`src/rtl/keep_one_in_n_ctrl_pkg.sv`:
```
// Shared types and defaults for the keep_one_in_n rate controller.
package keep_one_in_n_ctrl_pkg;

  typedef enum logic [1:0] {
    RUN    = 2'd0,
    DRAIN  = 2'd1,
    HOLD   = 2'd2,
    SETTLE = 2'd3
  } state_t;

  localparam logic [7:0] SR_N_DEFAULT = 8'd130;

endpackage

```
`src/rtl/keep_one_in_n_ctrl_axis_gate.sv`:
```
// AXI-Stream valid/ready gate with a packet-boundary tracker on the upstream side.
module axis_gate #(
  parameter int WIDTH = 32
) (
  input  logic             clk,
  input  logic             reset_n,
  input  logic             i_open,
  input  logic [WIDTH-1:0] i_up_tdata,
  input  logic             i_up_tlast,
  input  logic             i_up_tvalid,
  output logic             o_up_tready,
  output logic [WIDTH-1:0] o_dn_tdata,
  output logic             o_dn_tlast,
  output logic             o_dn_tvalid,
  input  logic             i_dn_tready,
  output logic             o_in_pkt,
  output logic             o_in_pkt_nx
);

  logic r_in_pkt;
  logic w_hs;
  logic w_in_pkt_nx;

  assign o_dn_tdata  = i_up_tdata;
  assign o_dn_tlast  = i_up_tlast;
  assign o_dn_tvalid = i_up_tvalid & i_open;
  assign o_up_tready = i_dn_tready & i_open;

  // Post-handshake packet state: a beat without tlast opens a packet, tlast closes it.
  always_comb begin
    w_hs        = i_up_tvalid & o_up_tready;
    w_in_pkt_nx = r_in_pkt;
    if (w_hs) begin
      w_in_pkt_nx = ~i_up_tlast;
    end else begin
      w_in_pkt_nx = r_in_pkt;
    end
  end

  always_ff @(posedge clk or negedge reset_n) begin
    if (!reset_n) begin
      r_in_pkt <= 1'b0;
    end else begin
      r_in_pkt <= w_in_pkt_nx;
    end
  end

  assign o_in_pkt    = r_in_pkt;
  assign o_in_pkt_nx = w_in_pkt_nx;

endmodule

```
`src/rtl/keep_one_in_n_ctrl.sv`:
```
// Rate controller for keep_one_in_n: defers settings-bus rate writes to a packet
// boundary, then closes the stream, resets the decimator and loads the new n.
module keep_one_in_n_ctrl
  import keep_one_in_n_ctrl_pkg::*;
#(
  parameter int         WIDTH       = 32,
  parameter int         MAX_N       = 65535,
  parameter logic [7:0] SR_N        = SR_N_DEFAULT,
  parameter int         N_INIT      = 1,
  parameter int         HOLD_CYCLES = 2,
  localparam int        NW          = $clog2(MAX_N + 1)
) (
  input  logic             clk,
  input  logic             reset_n,
  input  logic             set_stb,
  input  logic [7:0]       set_addr,
  input  logic [31:0]      set_data,
  input  logic [WIDTH-1:0] i_tdata,
  input  logic             i_tlast,
  input  logic             i_tvalid,
  output logic             i_tready,
  output logic [WIDTH-1:0] o_tdata,
  output logic             o_tlast,
  output logic             o_tvalid,
  input  logic             o_tready,
  output logic [NW-1:0]    n,
  output logic             dec_rst,
  output logic             busy,
  output logic [15:0]      upd_cnt
);

  localparam int HCW = (HOLD_CYCLES > 1) ? $clog2(HOLD_CYCLES) : 1;

  state_t           r_state;
  state_t           w_state_nx;
  logic [NW-1:0]    r_n;
  logic [NW-1:0]    r_pend_n;
  logic             r_pend;
  logic [15:0]      r_upd_cnt;
  logic [HCW-1:0]   r_hold_cnt;
  logic             r_dec_rst;

  logic             w_open;
  logic             w_in_pkt;
  logic             w_in_pkt_nx;
  logic             w_wr;
  logic [NW-1:0]    w_set_n;
  logic             w_enter_hold;

  assign w_open = (r_state == RUN) | (r_state == DRAIN);

  axis_gate #(
    .WIDTH (WIDTH)
  ) u_gate (
    .clk         (clk),
    .reset_n     (reset_n),
    .i_open      (w_open),
    .i_up_tdata  (i_tdata),
    .i_up_tlast  (i_tlast),
    .i_up_tvalid (i_tvalid),
    .o_up_tready (i_tready),
    .o_dn_tdata  (o_tdata),
    .o_dn_tlast  (o_tlast),
    .o_dn_tvalid (o_tvalid),
    .i_dn_tready (o_tready),
    .o_in_pkt    (w_in_pkt),
    .o_in_pkt_nx (w_in_pkt_nx)
  );

  // Rate write decode with saturation to MAX_N.
  always_comb begin
    w_wr = set_stb & (set_addr == SR_N);
    if (set_data > 32'(MAX_N)) begin
      w_set_n = NW'(MAX_N);
    end else begin
      w_set_n = set_data[NW-1:0];
    end
  end

  // Next-state logic; DRAIN always holds in_pkt=1, so a falling in_pkt is the tlast handshake.
  always_comb begin
    w_state_nx   = r_state;
    w_enter_hold = 1'b0;
    case (r_state)
      RUN: begin
        if (r_pend) begin
          if (!w_in_pkt_nx) begin
            w_state_nx   = HOLD;
            w_enter_hold = 1'b1;
          end else begin
            w_state_nx = DRAIN;
          end
        end else begin
          w_state_nx = RUN;
        end
      end
      DRAIN: begin
        if (w_in_pkt & ~w_in_pkt_nx) begin
          w_state_nx   = HOLD;
          w_enter_hold = 1'b1;
        end else begin
          w_state_nx = DRAIN;
        end
      end
      HOLD: begin
        if (r_hold_cnt == {HCW{1'b0}}) begin
          w_state_nx = SETTLE;
        end else begin
          w_state_nx = HOLD;
        end
      end
      SETTLE:  w_state_nx = RUN;
      default: w_state_nx = RUN;
    endcase
  end

  always_ff @(posedge clk or negedge reset_n) begin
    if (!reset_n) begin
      r_state    <= RUN;
      r_n        <= NW'(N_INIT);
      r_pend_n   <= NW'(N_INIT);
      r_pend     <= 1'b0;
      r_upd_cnt  <= 16'd0;
      r_hold_cnt <= {HCW{1'b0}};
      r_dec_rst  <= 1'b0;
    end else begin
      r_state   <= w_state_nx;
      r_dec_rst <= (w_state_nx == HOLD);
      if (w_wr) begin
        r_pend_n <= w_set_n;
      end
      // A write in the same cycle as HOLD entry stays pending for the next round.
      if (w_wr) begin
        r_pend <= 1'b1;
      end else if (w_enter_hold) begin
        r_pend <= 1'b0;
      end
      if (w_enter_hold) begin
        r_n        <= r_pend_n;
        r_upd_cnt  <= r_upd_cnt + 16'd1;
        r_hold_cnt <= HCW'(HOLD_CYCLES - 1);
      end else if ((r_state == HOLD) && (r_hold_cnt != {HCW{1'b0}})) begin
        r_hold_cnt <= r_hold_cnt - {{(HCW-1){1'b0}}, 1'b1};
      end
    end
  end

  assign n       = r_n;
  assign dec_rst = r_dec_rst;
  assign upd_cnt = r_upd_cnt;
  assign busy    = r_pend | (r_state != RUN);

endmodule
```
`config.mk`:
```
export PLATFORM = sky130hd
export DESIGN_NAME = keep_one_in_n_ctrl
export DESIGN_NICKNAME = d
export VERILOG_FILES = /design/src/rtl/keep_one_in_n_ctrl_pkg.sv /design/src/rtl/keep_one_in_n_ctrl_axis_gate.sv /design/src/rtl/keep_one_in_n_ctrl.sv
export SDC_FILE = /design/constraint.sdc
export NUM_CORES = 1
export LEC_CHECK = 0
export BUFFER_PORTS_ARGS = -buffer_cell sky130_fd_sc_hd__buf_2
export CAP_MARGIN = 20
export CELL_PAD_IN_SITES_DETAIL_PLACEMENT = 2
export CELL_PAD_IN_SITES_GLOBAL_PLACEMENT = 2
export CORE_AREA = 10 10 98 143
export CTS_CLUSTER_DIAMETER = 100
export DETAILED_ROUTE_END_ITERATION = 16
export DIE_AREA = 0 0 108 153
export PLACE_DENSITY = 0.83
export SYNTH_ARGS = -nofsm -noshare
export SYNTH_HDL_FRONTEND = slang
export SYNTH_HIERARCHICAL = 1
export SYNTH_SLANG_ARGS = --single-unit
```
`constraint.sdc`:
```
create_clock -name clk -period 1.92 [get_ports clk]
set_input_delay 0.384 -clock clk [delete_from_list [all_inputs] [get_ports clk]]
set_output_delay 0.384 -clock clk [all_outputs]
set_load 0.01 [all_outputs]
```
Word level (Yosys, flattened, before mapping) --
Cells that the tools add are included.
Operators by class: add/subtract/negate cells 2, multipliers 0, divide/modulo/power cells 0, $lt $le $gt $ge 1, eq/ne operators 5, shift operators 0, multiplexer cells 15, bitwise operators 9, reductions and logical operators 5
Operators by type and width (count):
- > comparator 32 x 16 -> 1 bit (second input constant) | 1
- adder 16 x 1 -> 16 bit (second input constant) | 1
- 2-to-1 mux 16 bit | 1
- 2-to-1 mux 1 bit | 9
- == test 8 bit (second input constant) | 1
- one-hot mux 2 bit (4 select lines) | 1
- == test 2 bit (second input constant) | 3
- 2-to-1 mux 2 bit | 3
- nonzero test 2 bit | 3
- AND 1 bit | 5
- == test 2 x 1 -> 1 bit (second input constant) | 1
- zero test 2 bit | 1
- inverter 1 bit | 2
- OR 1 bit | 2
- one-hot mux 1 bit (2 select lines) | 1
- logical AND 1 bit | 1
- subtractor 1 bit (second input constant) | 1
Storage, ports and cells: flip-flop bits (word level) 54, bits in latches 0, RAM bits 0, bits in read-only memories 0, bits of input ports 78, memories kept 0

Depth between registers and ports, before layout --
Gate-level depths: netlist of run 1.
depth in word-level cells 11, depth in mapped cells 8

Modules after synthesis --
Netlist of run 1, hierarchy kept.
By module, submodules not included:
- keep_one_in_n_ctrl | instances 1, cells each 196, area each 2154.6 um^2, sequential area each 1328.8 um^2
- axis_gate | instances 1, cells each 39, area each 306.5 um^2, sequential area each 25.0 um^2

Worst setup path after synthesis of run 1 --
OpenSTA, ideal clock, no wires.
path kind register to register, start point register r_state[1], end point register r_upd_cnt[14], in the netlist upd_cnt[14], setup time 125 ps, arrival time 1866 ps, required time 1795 ps, setup slack -71 ps, stages on the path, launching flop included 8, path through dfrtp_1 > inv_1 > nand3_1 > mux2i_1 > nor4bb_1 > and2b_2 > or4b_1 > xnor2_1
On the way: longest elaborated chain between the ends 9
RTL lines:
- from (decl) | line keep_one_in_n_ctrl.sv:34 | state_t r_state;
- from (signal assigned) | line keep_one_in_n_ctrl.sv:127 | r_state <= w_state_nx;
- == test 2 x 1 -> 1 bit / zero test 2 bit (equally long branches) | line keep_one_in_n_ctrl.sv:50 | assign w_open = (r_state == RUN) | (r_state == DRAIN);
- OR 1 bit (*) | line keep_one_in_n_ctrl.sv:50
- named net w_open | line keep_one_in_n_ctrl.sv:43 | logic w_open;
- AND 1 bit (*) | line keep_one_in_n_ctrl_axis_gate.sv:27 | assign o_up_tready = i_dn_tready & i_open;
- AND 1 bit (*) | line keep_one_in_n_ctrl_axis_gate.sv:31 | w_hs = i_up_tvalid & o_up_tready;
- 2-to-1 mux 1 bit (*) | line keep_one_in_n_ctrl_axis_gate.sv:33 | if (w_hs) begin
- named net w_in_pkt_nx | line keep_one_in_n_ctrl.sv:45 | logic w_in_pkt_nx;
- inverter 1 bit | line keep_one_in_n_ctrl.sv:98 | if (w_in_pkt & ~w_in_pkt_nx) begin
- AND 1 bit | line keep_one_in_n_ctrl.sv:98
- 2-to-1 mux 1 bit | line keep_one_in_n_ctrl.sv:98
- one-hot mux 1 bit (2 select lines) (*) | line keep_one_in_n_ctrl.sv:84 | case (r_state)
- to (signal assigned) | line keep_one_in_n_ctrl.sv:140 | r_upd_cnt <= r_upd_cnt + 16'd1;
- to (decl) | line keep_one_in_n_ctrl.sv:39 | logic [15:0] r_upd_cnt;
Mark *: on every way through the listed nets, which the timed path passes. The rest lies on a longest branch. A chain may end at the register's enable or synchronous reset.

Final worst setup path of run 1 --
Ends and elaborated chain as after synthesis.

==> results of run 1 <==
synth_stat cells, types with 3 or more instances:
library cell,number,share of area [%]
dfrtp_1,52,53
clkbuf_1,5,0.76
buf_4,33,10
xor2_1,6,2.1
xnor2_1,9,3.2
nand2_1,63,9.6
nor4_1,5,1.3
o22a_1,16,5.7
nor2_1,4,0.61
inv_1,5,0.76
nor3_2,3,1.2
layout make-up:
type / instances / share of cell area, %
flip-flops and latches: 54 / 42.6
multi-input cells: 135 / 27.1
repair buffers: 102 / 18.5
well taps: 150 / 5.91
clock buffers: 6 / 4.06
clock inverters: 2 / 1.18
inverters: 5 / 0.591
flip-flops by register name, indices dropped and copies added, names as in the netlist:
name,count
dec_rst,1
n,16
r_hold_cnt,1
r_pend,1
r_pend_n,16
r_state,2
u_gate/o_in_pkt,1
upd_cnt,16
worst max-delay path by stage:
| stage | depth (start not counted) | start | slack [ps] | to |
|---|---|---|---|---|
| floorplan | 7 | r_state[1]$_DFF_PN0_ | -30 | upd_cnt[14]$_DFFE_PN0P_ |
| global placement | 7 | o_tready | -60 | upd_cnt[14]$_DFFE_PN0P_ |
| detailed placement | 7 | o_tready | -140 | upd_cnt[14]$_DFFE_PN0P_ |
| CTS | 7 | r_state[1]$_DFF_PN0_ | -50 | upd_cnt[14]$_DFFE_PN0P_ |
| global route | 7 | r_state[1]$_DFF_PN0_ | -180 | upd_cnt[14]$_DFFE_PN0P_ |
| finish | 7 | r_state[1]$_DFF_PN0_ | -70 | upd_cnt[14]$_DFFE_PN0P_ |
power groups by stage:
stage	combinational (mW)	sequential (mW)	clock (mW)
floorplan	0.446	1.64	0
CTS	1.03	1.54	1.07
detailed placement	1.02	1.56	0
finish	1.07	1.53	1.03
global route	1.21	1.57	1.11
global placement	0.977	1.55	0
layout by cell type (no fill, tap or decap), types with 2 or more instances in the layout:
master,count
nand3b_1,2
and4_1,2
or3_4,2
inv_1,4
buf_6,3
nor4_1,5
nand4_1,2
nor3_2,4
and3_1,2
nand2_1,63
buf_2,81
o22a_1,16
xnor2_1,9
dfrtp_1,52
and2_2,2
dfstp_2,2
o21ai_0,2
nor2_1,3
xor2_1,6
buf_4,17
clkbuf_16,5
what timing repair did:
action	CTS	global route
hold endpoints to repair	0	0
buffers inserted	0	3
resized for setup	2	11
endpoints found under the setup margin	4	25
gates cloned	0	0
pin swaps	0	5
hold buffers	0	0
critical path, cell delays in order (launching register included):
cell and delay (ps):
dfrtp_1 390, inv_2 80, nand3_4 70, mux2i_4 210
nor4bb_2 320, and2b_2 200, or4b_4 460, xnor2_1 140
kinds of logic after synthesis:
kind of cell	count (synthesis)
simple gates	96
xor+xnor	15
flops	54
compound gates	21
mux	2
fa+ha+maj	1
buf+inv	46
routing by layer:
metal | global-route usage [%] | vias to the layer above
met5 | 0 | -
met4 | 3.77 | 0
met3 | 3.28 | 23
met2 | 16.4 | 67
met1 | 8.72 | 959
li1 | - | 881
metrics by stage:
stage / instances / util [%]
floorplan: 235 / -
global placement: 444 / 25.5
detailed placement: 444 / 25.5
CTS: 452 / 27.1
global route: 454 / 27.7
finish: 454 / 27.7
==> run metrics, run 1 <==
Worst R2R Path Depth 7; multi-input combinational cell area between 800 and 900 µm²; Cell Area, Placed slightly below 3000 µm²; Gate power share between 20% and 30%; leakage about 1.7 nW; critical path endpoint category flop; Seq/Total Area, Yosys between 50% and 60%; ys async rst share 100%; Top Layer Used met4; PnR worst setup slack -67.7 ps; status finished with violations; antenna-violating nets left 0; Vias/cell approximately 4.3; Die Area 16,500 µm²; Nets between 300 and 400; hpwl dp about 6000 µm; Clock Sinks 54; gpl congestion 0.700; number of fill cells 1,284; reg2reg start r_state[1]$_DFF_PN0_; Switching Fraction ~30%; final setup TNS -67.7 ps; Avg WL per Cell about 16 µm; Worst-Skew Late Latency 290 ps; Hold WC Path Type input port to asynchronous set/reset pin; H-tree depth 2; final WL between 7000 and 8000 µm; die height roughly 150 µm; Mapped Cells roughly 240; Tot Pwr around 3.6 mW; slew of the pin with the lowest slew margin 385 ps; Max-Cap Viols 0; synth warn 6; clock-pin slew on the worst setup and hold paths about 70 ps; Net Sw Power approximately 1.1 mW; quantity of I/O buffers inserted on ports slightly above 80; WP data arrival 2170 ps; internal power around 2.5 mW; Overflow after GRT 0; Post-Synth XOR/XNOR Area 5.34%; R2R setup slack -70 ps; GR Util All Layers between 9 and 10%; number of global-route vias before repair about 2,400; clock tree root driver cell clkbuf_16; Sequential Area 1350 µm²; Critical Path Start Type flop; Top FF cell, synth dfrtp_1; RR Endpoint upd_cnt[14]$_DFFE_PN0P_; Fmax slightly above 0.5 GHz; pwr dens about 1100 nW/µm²; Max IR drop VDD roughly 0.41 mV; met3 wire length about 540 µm; via count 1,930; fin crit period roughly 2000 ps; Yosys reg bits 54; Compound-Gate Fraction of Synth Area under 10%; Adder-Cell Fraction of Synth Area less than 1%; Antenna diodes 0; Final Hold Viols 0; met2 wire length between 4000 and 5000 µm; fin area ~3200 µm²; CP Class flop to flop; failing checks setup timing; largest fanout on the critical path 4; final period utilization 104%; share of cells above drive strength 1 between 40% and 50%; max-slew violations 0; DRC 0; max_slew headroom between 70% and 80%; Core Rows between 40 and 50; RSZ-0062 raised after global routing yes; CTS tree done; Unique masters post-synth 34; Post-Synth Simple-Gate Area a little under a fifth; Setup violations, final 1; 1st-iter DRT viols 25; hold slack 2.88 ps; Flop pwr share between 40% and 50%; largest net degree at the start of global routing 30; initial antenna violation count 0; main combinational cell family by area after synthesis simple AND/OR/NAND/NOR gates; Die X between 100 and 150 µm; first-pass GRT wire length approximately 12,000 µm; clk_skew between 4 and 5 ps; Avg Synthesized Cell Area roughly 10 µm²; core box area 11,500 µm²; multiplexer area fraction after synthesis less than 1%; DP Worst Slack -136 ps; Post-synth EDFFs 0; number of placed I/O pins around 150; Clock Tree Buf Depth 2; Initial Utilization roughly 21%; Num CTS Buffers 5; Cell Area, Synth 2460 µm²; wl on met1 2510 µm; share of total power in the clock network between 20 and 30%; first-pass iteration count of the detailed router 4; area grow syn2layout 29.0%; Synth Net Count about 310; Critical Path RT 2100 ps
No activity file was read; power rests on OpenSTA's default activity.
==> run 2: changes to the inputs <==
Settings changed: CORE_AREA 10 10 98 143 to 10 10 91 133, DIE_AREA 0 0 108 153 to 0 0 101 143, PLACE_DENSITY 0.83 to 0.91.
Clock period 1.92 ns to 2.4 ns, I/O delays scaled along.
==> run 2 against run 1 <==
Against the previous run: the run now ends clean; register-to-register slack improved by 440 ps; design area decreased by 7.8%; sequential cell count stayed put; final cell count decreased by 11%; global-route usage increased by 0.49 points; routed wire length is 6.9% lower; critical path depth stayed put; combinational power is 34% lower; critical path type unchanged; largest cell class unchanged; largest power group unchanged; highest routed layer unchanged.
==> run metrics, run 2 (synthesis results as in run 1) <==
leakage 1.58 nW (-5.0%); via count 1,851 (-4.1%); internal power 1.83 mW (-27%); Flop pwr share 46.1% (+3.9 points); Die X 101 µm (-6.5%); share of total power in the clock network 27.7% (-0.7 points); Setup violations, final 0 (-1); 1st-iter DRT viols 37 (+48%); gpl congestion 0.753 (+7.6%); number of global-route vias before repair 2,161 (-8.6%); multi-input combinational cell area 802 µm² (-6.8%); Vias/cell 4.57 (+7.5%); fin util 30.4% (+2.7 points); area grow syn2layout 18.9%; Sequential Area 1350 µm² (unchanged); final period utilization 84.5% (-19 points); Clock Sinks 54 (unchanged); Gate power share 26.3% (-3.2 points); max_slew headroom 62.9% (-12 points); Overflow after GRT 0 (unchanged); H-tree depth 2 (unchanged); Clock Tree Buf Depth 2 (unchanged); Die Area 14,400 µm² (-13%); Initial Utilization 25.5% (+4.1 points); clock-pin slew on the worst setup and hold paths 70 ps (about the same); most frequent cells in the layout 82 x buf_2, 63 x nand2_1, 52 x dfrtp_1; WP data arrival 2210 ps (+40 ps); Critical Path Start Type flop; Max IR drop VDD 0.339 mV (-18%); status complete, no violations; Post-CTS Setup Bufs 0 (unchanged); Final Hold Viols 0 (unchanged); Hold WC Path Type input port to asynchronous set/reset pin; Switching Fraction 32.0% (+1.1 points); CP Class flop to flop; CTS tree done; CTS resizes 0 (-2); first-pass GRT wire length 11,100 µm (-7.9%); Fmax 0.493 GHz (-2.0%); slew of the pin with the lowest slew margin 556 ps (+171 ps); Worst-Skew Late Latency 290 ps (about the same); final WL 6750 µm (-6.9%); fin crit period 2030 ps (+41.1 ps); largest fanout on the critical path 4 (unchanged); DRC 0 (unchanged); pwr dens 920 nW/µm² (-20%); clk_skew 7.97 ps (+3.19 ps); RSZ-0062 raised after global routing no; CTS Hold Bufs 0 (unchanged); critical path endpoint category flop; first-pass iteration count of the detailed router 3 (-1); hpwl dp 5460 µm (-7.3%); Core Rows 44 (-8.3%); Avg WL per Cell 16.7 µm (+4.3%); Critical Path RT 2580 ps (+480 ps); initial antenna violation count 0 (unchanged); final setup TNS 0 ps (+67.7 ps); number of placed I/O pins 147 (unchanged); core box area 9630 µm² (-16%); largest net degree at the start of global routing 25 (-17%); most common cell after layout, fill and taps aside buf_2; quantity of I/O buffers inserted on ports 82 (unchanged); Net Sw Power 0.861 mW (-23%); GR Util All Layers 9.50% (+0.49 points); Num CTS Buffers 5 (unchanged); Antenna diodes 0 (unchanged); die height 143 µm (-6.5%); Nets 368 (-3.7%); share of cells above drive strength 1 36.2% (-5.9 points); antenna-violating nets left 0 (unchanged); max-slew violations 0 (unchanged); clock tree root driver cell clkbuf_16; number of fill cells 1,077 (-16%); Max-Cap Viols 0 (unchanged)
==> run 2: changes by cell type in the layout (fill, tap and decap cells not counted), moves of 2 or more <==
cell / previous run / this run
or3_2: 0 / 2
buf_4: 17 / 6
or3_4: 2 / 0
buf_6: 3 / 0
==> run 2: layer usage <==
metal  global-route usage (%)  vias up  part of all wire, %
li1                         -      849                    -
met3                     4.11       16                  9.0
met2                     16.5       77                   51
met1                     9.97      909                   38
met5                        0        -                    0
met4                     3.24        0                  1.6
==> run 2: critical path: stages (launching register included) <==
cell and delay [ps]:
dfrtp_1 380, inv_1 100, nand3_1 100, mux2i_1 180, nor4bb_1 350, and2b_2 220
or4b_1 450, xnor2_1 150
==> run 2: power by group through the flow <==
stage               Sequential, mW  Clock (mW)  Combinational, mW
global route                  1.28       0.825              0.802
CTS                           1.25       0.781              0.740
floorplan                     1.31           0              0.351
detailed placement            1.26           0              0.739
global placement              1.26           0              0.695
finish                        1.24       0.745              0.707
==> run 2: through the flow <==
step / setup slack, ps / area [µm²] / power [mW] / cells / hold WS [ps]
5_1_grt: 220 / 2930 / 2.91 / 405 / 133
4_1_cts: 346 / 2930 / 2.77 / 405 / 123
2_1_floorplan: 409 / 2460 / 1.66 / 235 / 184
3_3_place_gp: 305 / 2770 / 1.95 / 397 / 430
3_5_place_dp: 274 / 2770 / 2.00 / 397 / 445
6_report: 371 / 2930 / 2.69 / 405 / 109
==> run 2: layout make-up <==
class / count / share of cell area (%)
multi-input combinational: 135 / 27.4
inverter: 5 / 0.642
clock inverter: 1 / 0.299
timing repair buffer: 88 / 15.6
sequential: 54 / 46.3
tap: 115 / 4.92
clock buffer: 7 / 4.88
==> run 2: final timing paths <==
kind	endpoint	cells after the start	from	slack (ps)
min in group clk	r_pend_n[11]$_DFFE_PN0P_	2	set_data[11]	400
min	upd_cnt[9]$_DFFE_PN0P_	1	reset_n	110
max reg2reg	upd_cnt[14]$_DFFE_PN0P_	7	r_state[1]$_DFF_PN0_	370
max	upd_cnt[14]$_DFFE_PN0P_	7	r_state[1]$_DFF_PN0_	370
max in group asynchronous	n[12]$_DFFE_PN0P_	2	reset_n	1610
min reg2reg	upd_cnt[15]$_DFFE_PN0P_	1	upd_cnt[15]$_DFFE_PN0P_	460
